### config.mk
export PLATFORM = sky130hd
export DESIGN_NAME = pcq_ram_seq
export DESIGN_NICKNAME = d
export VERILOG_FILES = /design/src/rtl/pcq_ram_seq.sv
export SDC_FILE = /design/constraint.sdc
export NUM_CORES = 1
export LEC_CHECK = 0
export ABC_AREA = 0
export CAP_MARGIN = 20
export CORE_MARGIN = 3
export CORE_UTILIZATION = 49
export DETAILED_ROUTE_END_ITERATION = 10
export PLACE_DENSITY_LB_ADDON = 0.1
export SETUP_SLACK_MARGIN = 0.1
export SLEW_MARGIN = 20
export SYNTH_ARGS = -nofsm -noshare
export SYNTH_HDL_FRONTEND = slang
export SYNTH_SLANG_ARGS = --single-unit
### constraint.sdc
create_clock -name nclk -period 2.76 [get_ports nclk]
set_input_delay 0.414 -clock nclk [delete_from_list [all_inputs] [get_ports nclk]]
set_output_delay 0.414 -clock nclk [all_outputs]
set_load 0.02 [all_outputs]
### src/rtl/pcq_ram_seq.sv
// Pervasive-side RAM sequencer: accepts one RAM command, issues it to the IU RAM-insert stage,
// then waits for completion, abort, flush limit or timeout and reports the outcome.
module pcq_ram_seq #(
    parameter int THREADS     = 2,
    parameter int TMO_WIDTH   = 10,
    parameter int TMO_LIMIT   = 1023,
    parameter int FLUSH_WIDTH = 4
) (
    input  logic                   nclk,
    input  logic                   rst_b,
    input  logic                   cmd_val,
    input  logic [31:0]            cmd_instr,
    input  logic [3:0]             cmd_ext,
    input  logic [THREADS-1:0]     cmd_thread,
    input  logic                   cmd_abort,
    output logic                   cmd_ack,
    output logic [31:0]            pc_iu_ram_instr,
    output logic [3:0]             pc_iu_ram_instr_ext,
    output logic                   pc_iu_ram_issue,
    output logic [THREADS-1:0]     pc_iu_ram_active,
    input  logic                   iu_pc_ram_done,
    input  logic [THREADS-1:0]     cp_flush,
    output logic                   ram_busy,
    output logic                   ram_done,
    output logic [1:0]             ram_err,
    output logic [FLUSH_WIDTH-1:0] ram_flush_cnt,
    output logic [1:0]             ram_state
);

    localparam logic [1:0] S_IDLE  = 2'd0;
    localparam logic [1:0] S_ISSUE = 2'd1;
    localparam logic [1:0] S_WAIT  = 2'd2;
    localparam logic [1:0] S_DONE  = 2'd3;

    localparam logic [1:0] ERR_OK    = 2'b00;
    localparam logic [1:0] ERR_TMO   = 2'b01;
    localparam logic [1:0] ERR_FLUSH = 2'b10;
    localparam logic [1:0] ERR_ABORT = 2'b11;

    localparam logic [FLUSH_WIDTH-1:0] FLUSH_LIMIT = '1;
    localparam logic [TMO_WIDTH-1:0]   TMO_LAST    = TMO_WIDTH'(TMO_LIMIT - 1);

    // Handshake: cmd_ack is a combinational accept, only in IDLE with cmd_val and a one-hot
    // cmd_thread; the command is consumed on the clock edge where cmd_ack is high. A request
    // made while busy is simply not acked and must be retried by the requester.

    logic [1:0]             state;
    logic [THREADS-1:0]     thread_mask;
    logic [TMO_WIDTH-1:0]   tmo_cnt;
    logic                   thread_onehot;
    logic                   flush_hit;
    logic [FLUSH_WIDTH-1:0] flush_inc;
    logic                   wait_exit;
    logic [1:0]             wait_err;

    always_comb begin
        thread_onehot = (cmd_thread != '0) && ((cmd_thread & (cmd_thread - 1'b1)) == '0);
        cmd_ack       = (state == S_IDLE) && cmd_val && thread_onehot;
        flush_hit     = |(cp_flush & thread_mask);
        flush_inc     = (ram_flush_cnt == FLUSH_LIMIT) ? ram_flush_cnt : ram_flush_cnt + 1'b1;
    end

    // WAIT exit priority: IU done > abort > flush limit > timeout.
    always_comb begin
        wait_exit = 1'b1;
        wait_err  = ERR_OK;
        if (iu_pc_ram_done) begin
            wait_err = ERR_OK;
        end else if (cmd_abort) begin
            wait_err = ERR_ABORT;
        end else if (flush_hit && (flush_inc == FLUSH_LIMIT)) begin
            wait_err = ERR_FLUSH;
        end else if (tmo_cnt == TMO_LAST) begin
            wait_err = ERR_TMO;
        end else begin
            wait_exit = 1'b0;
        end
    end

    assign ram_state = state;

    always_ff @(posedge nclk or negedge rst_b) begin
        if (!rst_b) begin
            state               <= S_IDLE;
            thread_mask         <= '0;
            tmo_cnt             <= '0;
            pc_iu_ram_instr     <= '0;
            pc_iu_ram_instr_ext <= '0;
            pc_iu_ram_issue     <= 1'b0;
            pc_iu_ram_active    <= '0;
            ram_busy            <= 1'b0;
            ram_done            <= 1'b0;
            ram_err             <= ERR_OK;
            ram_flush_cnt       <= '0;
        end else begin
            case (state)
                S_IDLE: begin
                    if (cmd_ack) begin
                        pc_iu_ram_instr     <= cmd_instr;
                        pc_iu_ram_instr_ext <= cmd_ext;
                        thread_mask         <= cmd_thread;
                        ram_err             <= ERR_OK;
                        ram_flush_cnt       <= '0;
                        tmo_cnt             <= '0;
                        pc_iu_ram_issue     <= 1'b1;
                        pc_iu_ram_active    <= cmd_thread;
                        ram_busy            <= 1'b1;
                        state               <= S_ISSUE;
                    end
                end
                S_ISSUE: begin
                    pc_iu_ram_issue <= 1'b0;
                    if (flush_hit) begin
                        ram_flush_cnt <= flush_inc;
                    end
                    state <= S_WAIT;
                end
                S_WAIT: begin
                    tmo_cnt <= tmo_cnt + 1'b1;
                    if (flush_hit) begin
                        ram_flush_cnt <= flush_inc;
                    end
                    if (wait_exit) begin
                        ram_err          <= wait_err;
                        ram_done         <= 1'b1;
                        pc_iu_ram_active <= '0;
                        state            <= S_DONE;
                    end
                end
                default: begin
                    ram_done <= 1'b0;
                    ram_busy <= 1'b0;
                    state    <= S_IDLE;
                end
            endcase
        end
    end

endmodule

==> impl_results.md <==
- Outcome: completed
- Util after Layout: 76.2%
- Total wire length: 6860 um
- Most common cell after layout, fill and taps aside: sky130_fd_sc_hd__nand2_1
- Setup violations, final: 0
- #FFs+latches synth: 61
- Synthesized cell area: 0.00275 mm^2
- Max Slew Vio Count: 0
- Nets: 454
- Core Box Area: 0.00527 mm^2
- Via count of the first global-routing pass: 2465
- Detailed-router iteration count before antenna repair: 4
- Die Area: 0.00655 mm^2
- Largest clock skew in the final design: 0.00500 ns
- Number of antenna diodes: 0
- Detail-routed via count per cell: 5.18
- Worst r2r path cells: 5
- Worst path required time: 2.35 ns
- Setup crit end kind: primary output
- Detailed-route wire length per cell: 14.4 um
- Leading cell types in the layout, fill and taps excluded: sky130_fd_sc_hd__nand2_1, sky130_fd_sc_hd__clkdlybuf4s50_1, sky130_fd_sc_hd__dfrtp_1, sky130_fd_sc_hd__o21ai_0, sky130_fd_sc_hd__a21oi_1
- Tot GR Track Use: 22.7%
- Total congestion overflow: 0
- Rel. slew slack: 57.2%
- Ratio of cells with drive above 1 in the final layout: 6.39%
- Largest net degree at the start of global routing: 62
- Number of endpoints with negative hold slack in the final report: 0
- Peak-usage layer in the global routing report: met2
- Sequential share of the synthesized area: 55.5%
- Library cells used by synthesis: 39
- Count of warnings emitted by yosys: 0
- Number of levels the H-tree was split into: 3
- DRT antenna net count: 0
- Place WS: 0.237 ns
- Number of placed instances with taps included: 461
- GR Util met2: 35.3%
- Number of max-cap violations: 0
- Antenna violations before repair: 0
- Initial standard-cell utilization of the core: 52.2%
- CTS tree: done
- Type of the worst min-delay path: input port to async pin
- Die Span Y: 80.9 um
- Power per cell area: 1100 mW/mm^2
- Maximum VDD drop: 689 uV
- Slew of the pin with the lowest slew margin: 0.641 ns
- Weighted congestion reported at the end of routability-driven placement: 0.802
- DRC errors left: 0
- Leakage component of the power: 1.89 nW
- Violation count after the first detailed-routing iteration: 165
- Timing-limited maximum frequency: 397 MHz
- Post-synthesis average cell area: 9.20 um^2
- I/O Pins: 95
- Critical path data arrival time: 2.11 ns
- Num CTS Buffers: 9
- Worst-case clock buffer depth: 2
- Met3 usage: 9.09%
- Die extent in x: 80.9 um
- Met1 routing resource usage after global routing: 28.5%
- Tmin final: 2.52 ns
- Mapped Cells: 299
- Library cell with the largest summed area after synthesis: sky130_fd_sc_hd__dfrtp_1
- RSZ-0062 raised after global routing: no
- Crit Path Max Fanout: 3
- Clock latency on the worst-skew pair: 0.33 ns
- Setup repair bufs after CTS: 0
- Clock sinks: 61
- Final worst-path cycle share: 91.3%
- Site row count: 26
- Category of the worst setup path launch point: input port
- Accumulated negative setup slack: 0 ns
- Area delta synth->final: 45.9%
- Main area contributors after synthesis: sky130_fd_sc_hd__dfrtp_1, sky130_fd_sc_hd__nand2_1, sky130_fd_sc_hd__ha_1
- Net Count, Synth: 351
- Worst hold slack across all endpoints: 0.0716 ns
- Worst setup slack after layout: 0.241 ns
- Fraction of synthesized cell area taken by the top area cell type: 55.5%
- IO Port Bufs: 94
- Hpwl dp: 4840 um
- DR vias: 2471
- Clk Tree Root Cell: sky130_fd_sc_hd__clkbuf_8
- Crit path kind: input port to primary output
- First-pass GRT wire length: 11400 um
- Clock-pin slew on the worst setup and hold paths: 0.07 ns
- Post-route non-filler standard cell count: 477
==> path summary, 6_finish.rpt <==
kind,from,endpoint,slack (ns)
worst max-delay path,cmd_thread[0],cmd_ack,0.24
worst min-delay path,rst_b,tmo_cnt[5],0.07
worst max register to register,ram_flush_cnt[0],ram_state[0],0.70
worst min register to register,pc_iu_ram_instr[25],pc_iu_ram_instr[25],0.47
max in group asynchronous,rst_b,ram_err[1],2.41
min in group nclk,pc_iu_ram_instr[25],pc_iu_ram_instr[25],0.47
==> layer usage <==
metal  wire length (um)  vias to the layer above  part of all wire [%]
met4                 85                        0                   1.2
met5                  0                        -                     0
met2               3280                       78                    48
met3                547                        7                   8.0
met1               2940                     1166                    43
li1                   -                     1220                     -
==> cell usage after synthesis, drive strengths merged <==
master and number:
a211oi 2, o211ai 2, o211a 1, nand2b 1
nand4 1, a21oi 10, nor3 1, or3 4
nor2b 1, o221ai 1, nor4 2, a2bb2oi 1
and3 2, xor2 2, nand2 126, o31ai 5
and2 2, o2111ai 4, xnor2 1, dfrtp 61
nor2 7, o21bai 1, a21o 3, inv 6
a22o 4, clkbuf 7, buf 3, nor4b 2
o311ai 1, ha 7, or4 4, and4 1
a21bo 1, o21ai 11, nand3 5, a31oi 3
mux2i 2, a21boi 1
==> kinds of logic (layout without fill, tap and decap cells) <==
group,after synthesis,after routing,share of synthesized area [%]
multiplexers,2,2,0.728
AND/OR/NAND/NOR,159,159,24.8
XOR/XNOR,3,3,0.955
adder cells (fa/ha/maj),7,7,3.18
buffers and inverters,16,124,2.32
AO/OA/AOI/OAI,51,51,12.6
flip-flops,61,61,55.5
==> state kept, by name, summed over array words and instances, names as in the netlist <==
signal	flops
tmo_cnt	10
ram_done	1
thread_mask	2
ram_flush_cnt	4
ram_err	2
ram_busy	1
pc_iu_ram_issue	1
pc_iu_ram_instr_ext	4
pc_iu_ram_active	2
pc_iu_ram_instr	32
ram_state	2
==> worst max-delay path, stage by stage <==
cell and delay, ns:
sky130_fd_sc_hd__clkdlybuf4s50_1 0.53, sky130_fd_sc_hd__xor2_1 0.27, sky130_fd_sc_hd__nand3_1 0.16, sky130_fd_sc_hd__inv_1 0.10, sky130_fd_sc_hd__clkdlybuf4s50_1 0.63
==> cell type report <==
| type | count | area, um^2 |
|---|---|---|
| multi-input cells | 222 | 1160 |
| repair buffers | 102 | 1010 |
| flip-flops and latches | 61 | 1530 |
| fillers | 390 | 1250 |
| clock buffers | 11 | 131 |
| clock inverters | 5 | 75.1 |
| well taps | 70 | 87.6 |
| inverters | 6 | 22.5 |
==> metrics by stage <==
stage                     total power, W  instance area (um^2)
after CTS                        0.00443                  4010
after detailed placement         0.00357                  3810
after global routing             0.00468                  4020
after global placement           0.00350                  3810
after floorplan                  0.00257                  2750
final                            0.00440                  4020
==> power by group <==
part / internal (W) / switching [W]
clock: 0.000505 / 0.000341
sequential: 0.00125 / 0.000237
combinational: 0.000935 / 0.00113
total: 0.00269 / 0.00171
==> what timing repair did <==
| action | CTS | global route |
|---|---|---|
| gates resized for setup | 0 | 1 |
| endpoints found under the setup margin | 0 | 1 |
| hold buffers | 0 | 0 |
(Power assumes the default switching activity.)
